File: src/rtl/uart_baud_gen.sv
// Bit-timing generator for the UART RX/TX paths: runtime-loadable divisor,
// mid-bit and end-of-bit strobes, frame bit counter and single/continuous frame modes.
module uart_baud_gen #(
    parameter int CNT_W      = 16,
    parameter int DIV_RESET  = 256,
    parameter int FRAME_BITS = 10,
    parameter int BIDX_W     = 4
) (
    input  logic              clk,
    input  logic              reset_n,
    input  logic [CNT_W-1:0]  baud_div,
    input  logic              div_load,
    input  logic              cont,
    input  logic              start,
    input  logic              stop,
    output logic              busy,
    output logic              mid_tick,
    output logic              bit_tick,
    output logic [BIDX_W-1:0] bit_idx,
    output logic              frame_done
);

    typedef enum logic {
        IDLE,
        RUN
    } state_t;

    localparam logic [CNT_W-1:0]  DIV_INIT = CNT_W'(DIV_RESET);
    localparam logic [CNT_W-1:0]  CNT_ONE  = CNT_W'(1);
    localparam logic [CNT_W-1:0]  DIV_MIN  = CNT_W'(2);
    localparam logic [BIDX_W-1:0] IDX_ONE  = BIDX_W'(1);
    localparam logic [BIDX_W-1:0] LAST_IDX = BIDX_W'(FRAME_BITS - 1);

    state_t            state_reg, state_next;
    logic [CNT_W-1:0]  cnt_reg, cnt_next;
    logic [CNT_W-1:0]  div_reg, div_next;
    logic [BIDX_W-1:0] bit_idx_reg, bit_idx_next;
    logic [CNT_W-1:0]  half;
    logic [CNT_W-1:0]  div_m1;
    logic              run;

    assign run    = (state_reg == RUN);
    assign half   = div_reg >> 1;
    assign div_m1 = div_reg - CNT_ONE;

    // Strobes decode the registered state only, so they are glitch-free one-cycle pulses.
    assign busy       = run;
    assign mid_tick   = run && (cnt_reg == half);
    assign bit_tick   = run && (cnt_reg == div_m1);
    assign frame_done = bit_tick && (bit_idx_reg == LAST_IDX);
    assign bit_idx    = bit_idx_reg;

    always_ff @(posedge clk or negedge reset_n) begin
        if (!reset_n) begin
            state_reg   <= IDLE;
            cnt_reg     <= '0;
            bit_idx_reg <= '0;
            div_reg     <= DIV_INIT;
        end else begin
            state_reg   <= state_next;
            cnt_reg     <= cnt_next;
            bit_idx_reg <= bit_idx_next;
            div_reg     <= div_next;
        end
    end

    // The divisor is only writable while idle so a frame never sees a period change.
    always_comb begin
        div_next = div_reg;
        if (!run && div_load) begin
            div_next = (baud_div < DIV_MIN) ? DIV_MIN : baud_div;
        end
    end

    always_comb begin
        state_next   = state_reg;
        cnt_next     = cnt_reg;
        bit_idx_next = bit_idx_reg;
        if (stop) begin
            state_next   = IDLE;
            cnt_next     = '0;
            bit_idx_next = '0;
        end else if (start) begin
            // Start also resynchronises a running frame to the new edge.
            state_next   = RUN;
            cnt_next     = '0;
            bit_idx_next = '0;
        end else if (run) begin
            if (bit_tick) begin
                cnt_next = '0;
                if (frame_done) begin
                    bit_idx_next = '0;
                    state_next   = cont ? RUN : IDLE;
                end else begin
                    bit_idx_next = bit_idx_reg + IDX_ONE;
                end
            end else begin
                cnt_next = cnt_reg + CNT_ONE;
            end
        end else begin
            cnt_next     = '0;
            bit_idx_next = '0;
        end
    end

endmodule
File: config.mk
export PLATFORM = sky130hd
export DESIGN_NAME = uart_baud_gen
export DESIGN_NICKNAME = d
export VERILOG_FILES = /design/src/rtl/uart_baud_gen.sv
export SDC_FILE = /design/constraint.sdc
export NUM_CORES = 1
export LEC_CHECK = 0
export BUFFER_PORTS_ARGS = -buffer_cell sky130_fd_sc_hd__buf_2
export CORE_MARGIN = 2
export CORE_UTILIZATION = 45
export DETAILED_ROUTE_END_ITERATION = 7
export RECOVER_POWER = 100
export SYNTH_ARGS = -nofsm -noshare
export SYNTH_HDL_FRONTEND = slang
export SYNTH_SLANG_ARGS = --single-unit
File: constraint.sdc
create_clock -name clk -period 4.5 [get_ports clk]
set_input_delay 0.45 -clock clk [delete_from_list [all_inputs] [get_ports clk]]
set_output_delay 0.45 -clock clk [all_outputs]
set_load 0.005 [all_outputs]
# --- Word-level counts from Yosys, hierarchy flattened ---
# Index checks and enable logic that the tools add are counted.
# Widths: inputs -> output; s select.
word_totals:
  input_bits: 22
  regBits: 37
  romBits: 0
  mem_count: 0
  latch_bits: 0
  elab_cells: 33
  mem_bits_rw: 0
  output_inout_bits: 8
op_classes:
  n_eq_ne: 4
  bitwise: 0
  order_cmp: 1
  reduce_logical: 5
  shifts: 0
  div: 0
  addsub: 3
  n_mul: 0
  muxes: 16
ops:
  columns: ["operator", "n"]
  rows:
  - ["$mux 16", 5]
  - ["$mux 4", 5]
  - ["$add 16x1->16 const B", 1]
  - ["$eq 16x15->1", 1]
  - ["$eq 16x16->1", 1]
  - ["$lt 16x2->1 const B", 1]
  - ["$sub 16x1->16 const B", 1]
  - ["$mux 1", 6]
  - ["$add 4x1->4 const B", 1]
  - ["$eq 4x4->1 const B", 1]
  - ["$logic_and 1x1->1", 4]
  - ["$ne 4x4->1 const B", 1]
  - ["$logic_not 1->1", 1]

# --- Logic depth before layout (Yosys ltp) ---
# Gate-level depths: netlist (run 1).
depth:
  depth_word: 9
  depth_mapped: 9
  ltp_nobuf: 8

# --- Least setup slack after synthesis (run 1) ---
# Ideal clock, no wire load.
synth_path:
  path_type: "reg2out"
  start: "register div_reg[0]"
  end: "output frame_done"
  t_arrival_ns: 2.184
  path_stages_with_launch: 9
  t_required_ns: 4.050
  path_slack_ns: 1.866
  n_path_buf: 0
  cell_sequence: "dfrtp_1 inv_1 ha_1 or4b_1 a211o_1 o22ai_2 a22oi_2 nor4_1 and3_1"
synth_between:
  elab_chain_len: 4
synth_rtl:
  columns: ["item", "line", "rtl"]
  rows:
  - ["from (decl)", "36", "logic [CNT_W-1:0] div_reg, div_next;"]
  - ["from (signal assigned)", "63", "div_reg <= div_next;"]
  - ["$sub 16x1->16", "44", "assign div_m1 = div_reg - CNT_ONE;"]
  - ["$eq 16x16->1", "49", "assign bit_tick = run && (cnt_reg == div_m1);"]
  - ["$logic_and 1x1->1", "49", null]
  - ["$logic_and 1x1->1", "50", "assign frame_done = bit_tick && (bit_idx_reg == LAST_IDX);"]
  - ["to (decl)", "20", "output logic frame_done"]
# Every way passes these cells.

# --- Worst setup path in the final report (run 1) ---
layout_path:
  start: "register div_reg[2]"
  end: "register state_reg, in the netlist busy"
layout_between:
  elab_chain_len: 9
layout_rtl:
  columns: ["item", "line", "rtl"]
  rows:
  - ["$sub 16x1->16 (*)", "44", null]
  - ["$eq 16x16->1 (*)", "49", null]
  - ["$logic_and 1x1->1 (*)", "49", null]
  - ["$logic_and 1x1->1", "50", null]
  - ["$mux 1", "91", "if (frame_done) begin"]
  - ["$mux 1 (*)", "89", "if (bit_tick) begin"]
  - ["$mux 1 (*)", "88", "end else if (run) begin"]
  - ["$mux 1 (*)", "83", "end else if (start) begin"]
  - ["$mux 1 (*)", "79", "if (stop) begin"]
  - ["named net state_next", "34", "state_t state_reg, state_next;"]
  - ["to (signal assigned)", "60", "state_reg <= state_next;"]
  - ["to (decl)", "34", null]
# The timed path passes the listed nets; every way through them passes the cells marked *.
# A chain may end at the register's enable or synchronous reset.

==> flow_summary_export.csv, run 1 <==
group,metric,value,unit
synth,synth_fp_nets,297,
synth,yosys_warnings,0,
clock_tree,cts_root_buf,"clkbuf_8",
setup_path,crit_arrival,3.56,ns
detailed_routing,wire_per_inst,16.2,um
timing,fmax,0.290,GHz
status,violations,"max-capacitance violations, max-slew violations",
synth,ys_seq_area_frac,0.362,
layout,final_nets,316,
setup_path,critPathKind,"flip-flop to flip-flop",
layout,drive_gt1_frac,0.172,
synth,synth_xor_area_frac,0.175,
setup_path,end_kind,"flip-flop",
timing,min_period,3.45,ns
timing,setup_viol,0,
synth,yosys.area_share.adder,0.0196,
synth,synth_edf_count,0,
layout,n_antenna_cell,0,
setup_path,start_kind,"flip-flop",
synth,ys_ff_latch,37,
layout,synthToLayoutAreaGrowth,8.36,%
place,dp_hpwl,4.39,mm
setup_path,r2r_slack,1.05,ns
floorplan,core_area,5510,um2
power_and_ir_drop,internal_power,542,uW
power_and_ir_drop,power_frac_clock,0.285,
setup_path,cp_max_fo,20,
setup_path,path_cells,"nor3_1 -> nand4_1 -> a21oi_1 -> nand4b_1 -> nor3_1 -> clkbuf_1 -> a211oi_1",
power_and_ir_drop,p_seq_frac,0.511,
min_path,hp-class,"input port to flip-flop",
setup_path,r2r_end,"busy",
clock_tree,cts.clk_slew.worst_paths,0.07,ns
synth,syn_inst,271,
power_and_ir_drop,p_sw,246,uW
power_and_ir_drop,pwr-share-comb,0.204,
floorplan,ioPinCount,30,
setup_path,r2r_cells,7,
status,outcome,"complete, but fails checks",
min_path,hp-start,"stop",
min_path,holdPathStages,2,
clock_tree,cts_hold_buf,0,
timing,worst_pin_slew,1.99,ns
detailed_routing,avgViaCountPerCell,5.68,
clock_tree,cts-resized-gates,0,
power_and_ir_drop,p_sw_frac,0.313,
place,globalplace.congestion,0.958,
detailed_routing,dr.pass1.iters,4,
setup_path,path_common_cell,"nor3_1",
floorplan,die-area,6310,um2
global_route,grt_overflow_total,0,
setup_path,crit_required,4.62,ns
min_path,whs_endpoint,"busy",
synth,async_flop_share,1.00,
timing,max_slew_margin,-0.327,
clock_tree,postCtsSetupBuffers,0,
global_route,grt_pass1_vias,1934,
detailed_routing,drt-initial-drc-count,132,
run,cap_viol_max_count,1,
detailed_routing,drt-total-wl,5.86,mm
floorplan,rows,27,
synth,ys_top_cells_by_area,"dfrtp_1 (35%), xor2_1 (8.9%), xnor2_1 (8.6%)",
synth,netlist_area,2560,um2
synth,synth_common_cells,"dfrtp_1 (36), xor2_1 (26), xnor2_1 (25), nand2_1 (22), nor3_1 (22)",
power_and_ir_drop,p_leak,0.00110,uW
timing,slew_violations,38,
power_and_ir_drop,p_per_area,284,nW/um2
place,port_buffers,29,
timing,rsz0062_at_grt,"no",
global_route,grtUsageTotal,0.207,
floorplan,die_h,79.4,um
layout,final_util,0.504,
synth,synth-compound-area-share,0.0782,
synth,syn_avg_cell_area,9.44,um2
timing,setup_tns,0,ns
setup_path,startpoint,"div_reg[2]",
synth,yosysUniqueCellTypes,50,
timing,clock_skew,0.0120,ns
floorplan,chipWidth,79.4,um
synth,yosys.cell_count.top_type,"dfrtp_1",
floorplan,floorplan.initialDensity,0.465,
synth,synth_largest_area_cell,"dfrtp_1",
setup_path,cp_slowest_cell,"nor3_1",
synth,synth_top_area_frac,0.352,
timing,finalHoldViolCount,0,
clock_tree,clkSinkCount,37,
synth,synth_top_family_by_area,"simple AND/OR/NAND/NOR gates",
power_and_ir_drop,vdd_drop_max,0.174,mV
synth,post_synth_and_or_nand_nor_area_fraction,0.249,
synth,ys.flop_type,"dfrtp_1",
global_route,grt_max_degree,38,
detailed_routing,drcViolationCount,0,
detailed_routing,dr_total_vias,2062,
setup_path,critPathMaxStageDelay,0.94,ns
clock_tree,cts_made_buffers,5,
detailed_routing,ant_nets,0,
clock_tree,cts_tree,"yes",
setup_path,r2r-start,"div_reg[2]",
global_route,antenna_found_initial,0,
global_route,grt_first_pass_wirelength,9.99,mm
clock_tree,max-clock-path-buffers,2,
synth,synthMuxAreaShare,0.0729,
timing,post-route-period-util,0.766,
clock_tree,h-tree-depth,2,
clock_tree,clkLatencyLatePin,0.29,ns
==> how the worst max path moves through the flow <==
| stage | to | slack (ns) | cells after the start |
|---|---|---|---|
| 6_report | busy | 1.05 | 7 |
| 5_1_grt | bit_idx[1] | 0.73 | 7 |
| 4_1_cts | frame_done | 1.17 | 7 |
| 3_5_place_dp | frame_done | 1.47 | 7 |
| 3_3_place_gp | frame_done | 1.53 | 7 |
| 2_1_floorplan | frame_done | 1.87 | 8 |
==> critical path, delay by kind of cell (launching register included) <==
kind / cells / cell delay (ns)
buffers and inverters: 1 / 0.78
AO/OA/AOI/OAI: 2 / 0.41
flip-flops: 1 / 0.50
AND/OR/NAND/NOR: 4 / 1.58
==> power groups by stage <==
| stage | clock network [uW] | registers [uW] | logic, uW |
|---|---|---|---|
| after floorplan | 0 | 381 | 143 |
| after global placement | 0 | 408 | 161 |
| after detailed placement | 0 | 409 | 162 |
| after CTS | 230 | 402 | 163 |
| after global routing | 248 | 408 | 180 |
| final | 225 | 403 | 161 |
==> routing by layer <==
layer,wire length [um],share of wire,GRT usage,vias to the layer above
met2,2680,0.46,0.314,43
li1,-,-,-,1004
met3,218,0.037,0.0385,9
met1,2860,0.49,0.300,1006
met5,0,0,0,-
met4,98,0.017,0.0655,0
==> cell type report <==
class | count | area (um2)
clock inverters | 1 | 5.00
inverters | 4 | 15.0
well taps | 72 | 90.1
flip-flops and latches | 37 | 927
clock buffers | 7 | 76.3
multi-input cells | 211 | 1510
fillers | 533 | 2730
repair buffers | 31 | 149
==> stage by stage <==
step	area, um2	power (uW)	cells	setup WS (ns)	hold WS, ns
finish	2770	788	363	1.05	0.332
global route	2770	836	363	0.726	0.323
CTS	2800	795	363	1.17	0.289
detailed placement	2710	571	355	1.47	0.586
global placement	2710	568	355	1.53	0.579
floorplan	2560	525	271	1.87	0.154
==> cell families after synthesis <==
logic type | Yosys count
AO/OA/AOI/OAI | 26
XOR/XNOR | 51
adder cells (fa/ha/maj) | 4
buffers and inverters | 23
flip-flops | 37
multiplexers | 17
AND/OR/NAND/NOR | 113
==> cells in the final DEF, fill, tap and decap left out, drive strengths merged, types with 4 or more instances in the layout <==
cell type,Yosys,layout
nand4,9,9
o21ai,4,4
inv,4,4
nand3,11,11
clkbuf,11,12
dfrtp,36,36
ha,4,4
nand2,22,22
nor3,23,23
xnor2,25,25
mux2,13,13
mux2i,4,4
nor2,12,12
xor2,26,26
nor4,8,8
buf,8,26
and3,7,7
(Power assumes the default switching activity.)
==> inputs of run 2 (changes only) <==
- PLACE_DENSITY: default -> 0.67
- clock period: 4.5 -> 3 ns (I/O delays scaled with it)
==> flow_summary_export.csv, run 2 (same netlist as run 1, synthesis figures left out) <==
group,metric,value,unit
layout,final_util,0.525,
setup_path,end_kind,"output port",
clock_tree,cts.clk_slew.worst_paths,0.07,ns
setup_path,crit_arrival,2.57,ns
setup_path,start_kind,"flip-flop",
status,violations,"max-capacitance violations, max-slew violations",
detailed_routing,drcViolationCount,0,
detailed_routing,dr.pass1.iters,4,
layout,synthToLayoutAreaGrowth,13.0,%
clock_tree,max-clock-path-buffers,2,
clock_tree,cts_made_buffers,5,
place,dp.cells,361,
floorplan,die-area,6310,um2
global_route,grt_overflow_total,0,
timing,setup_viol,0,
detailed_routing,dr_total_vias,2142,
timing,slew_violations,38,
clock_tree,cts_tree,"yes",
min_path,hp-class,"input port to flip-flop",
clock_tree,h-tree-depth,2,
global_route,grt_pass1_vias,2021,
global_route,grt_max_degree,38,
layout,final_common_cell,"dfrtp_1",
timing,min_period,2.87,ns
place,port_buffers,29,
detailed_routing,wire_per_inst,16.1,um
detailed_routing,drt-initial-drc-count,150,
setup_path,path_cells,"inv_1 -> ha_4 -> nor4b_4 -> and4b_1 -> xnor2_2 -> nand4_1 -> nor4_4 -> and3_1 -> buf_2",
global_route,antenna_found_initial,0,
floorplan,floorplan.initialDensity,0.465,
power_and_ir_drop,vdd_drop_max,0.219,mV
timing,post-route-period-util,0.958,
layout,instances_no_fill,372,
layout,multi_input_area,1560,um2
layout,final_nets,325,
timing,fmax,0.348,GHz
global_route,grtUsageTotal,0.206,
floorplan,core_area,5510,um2
detailed_routing,avgViaCountPerCell,5.76,
floorplan,chipWidth,79.4,um
detailed_routing,ant_nets,0,
setup_path,critPathKind,"flip-flop to output port",
floorplan,rows,27,
run,cap_viol_max_count,1,
setup_path,cp_slowest_cell,"dfrtp_1",
setup_path,cp_max_fo,6,
power_and_ir_drop,p_per_area,423,nW/um2
setup_path,critPathMaxStageDelay,0.42,ns
layout,seq_area,927,um2
timing,max_slew_margin,-0.334,
layout,drive_gt1_frac,0.220,
power_and_ir_drop,p_leak,0.00116,uW
layout,fill_cells,511,
floorplan,die_h,79.4,um
place,globalplace.congestion,0.956,
layout,n_antenna_cell,0,
detailed_routing,drt-total-wl,5.97,mm
place,post-place-ws,0.124,ns
clock_tree,clkSinkCount,37,
timing,layout_setup_ws,0.127,ns
power_and_ir_drop,finalPower,1220,uW
timing,whs,0.171,ns
timing,finalHoldViolCount,0,
status,outcome,"complete, but fails checks",
setup_path,crit_required,2.70,ns
global_route,grt_first_pass_wirelength,10.0,mm
layout,final_cell_mix,"dfrtp_1 (36), xor2_1 (26), xnor2_1 (24), buf_2 (24)",
floorplan,ioPinCount,30,
timing,clock_skew,0.00626,ns
clock_tree,cts_hold_buf,0,
place,dp_hpwl,4.38,mm
clock_tree,clkLatencyLatePin,0.29,ns
timing,worst_pin_slew,2.00,ns
clock_tree,cts_root_buf,"clkbuf_8",
run 2: metal layers:
layer / GRT usage / vias up / wire length, um
met5: 0 / - / 0
met4: 0.0638 / 0 / 90
met3: 0.0464 / 9 / 257
met2: 0.325 / 41 / 2920
met1: 0.282 / 1065 / 2700
li1: - / 1027 / -
run 2: final timing paths:
kind                            startpoint           to  slack, ns  cells after the start
worst min register to register  div_reg[1]   div_reg[1]       0.59                      1
max in group asynchronous          reset_n   div_reg[2]       1.29                      1
min in group asynchronous          reset_n  div_reg[12]       0.57                      1
worst max-delay path            div_reg[1]   frame_done       0.13                      9
worst max register to register  div_reg[1]   bit_idx[1]       0.20                      9
worst min-delay path                  stop         busy       0.17                      2
run 2: critical path: cells and delay by family, from the launching register on:
family	cells	cell delay, ns
and+or+nand+nor	5	1.34
adders and majority gates	1	0.17
DFF	1	0.42
xor gates and xnor gates	1	0.13
buffers and inverters	2	0.21
run 2: power by group:
group | switching, uW | internal, uW
combinational | 153 | 141
clock | 178 | 161
sequential | 57.3 | 533
run 2: final cells by class:
| cell class | count | share of cell area |
|---|---|---|
| inverters | 4 | 0.00519 |
| clock inverters | 2 | 0.00346 |
| repair buffers | 40 | 0.0745 |
| multi-input cells | 211 | 0.540 |
| well taps | 72 | 0.0312 |
| flip-flops and latches | 37 | 0.321 |
| clock buffers | 6 | 0.0251 |
run 2: through the flow:
step,setup TNS (ns),instance area [um2]
floorplan,0,2560
global placement,0,2760
detailed placement,0,2760
CTS,0,2860
global route,-0.132,2890
finish,0,2890
run 2: what timing repair did:
item,in CTS,in global routing
endpoints found under the setup margin,2,2
pin swaps,1,3
buffers inserted,0,3
resized for setup,4,3
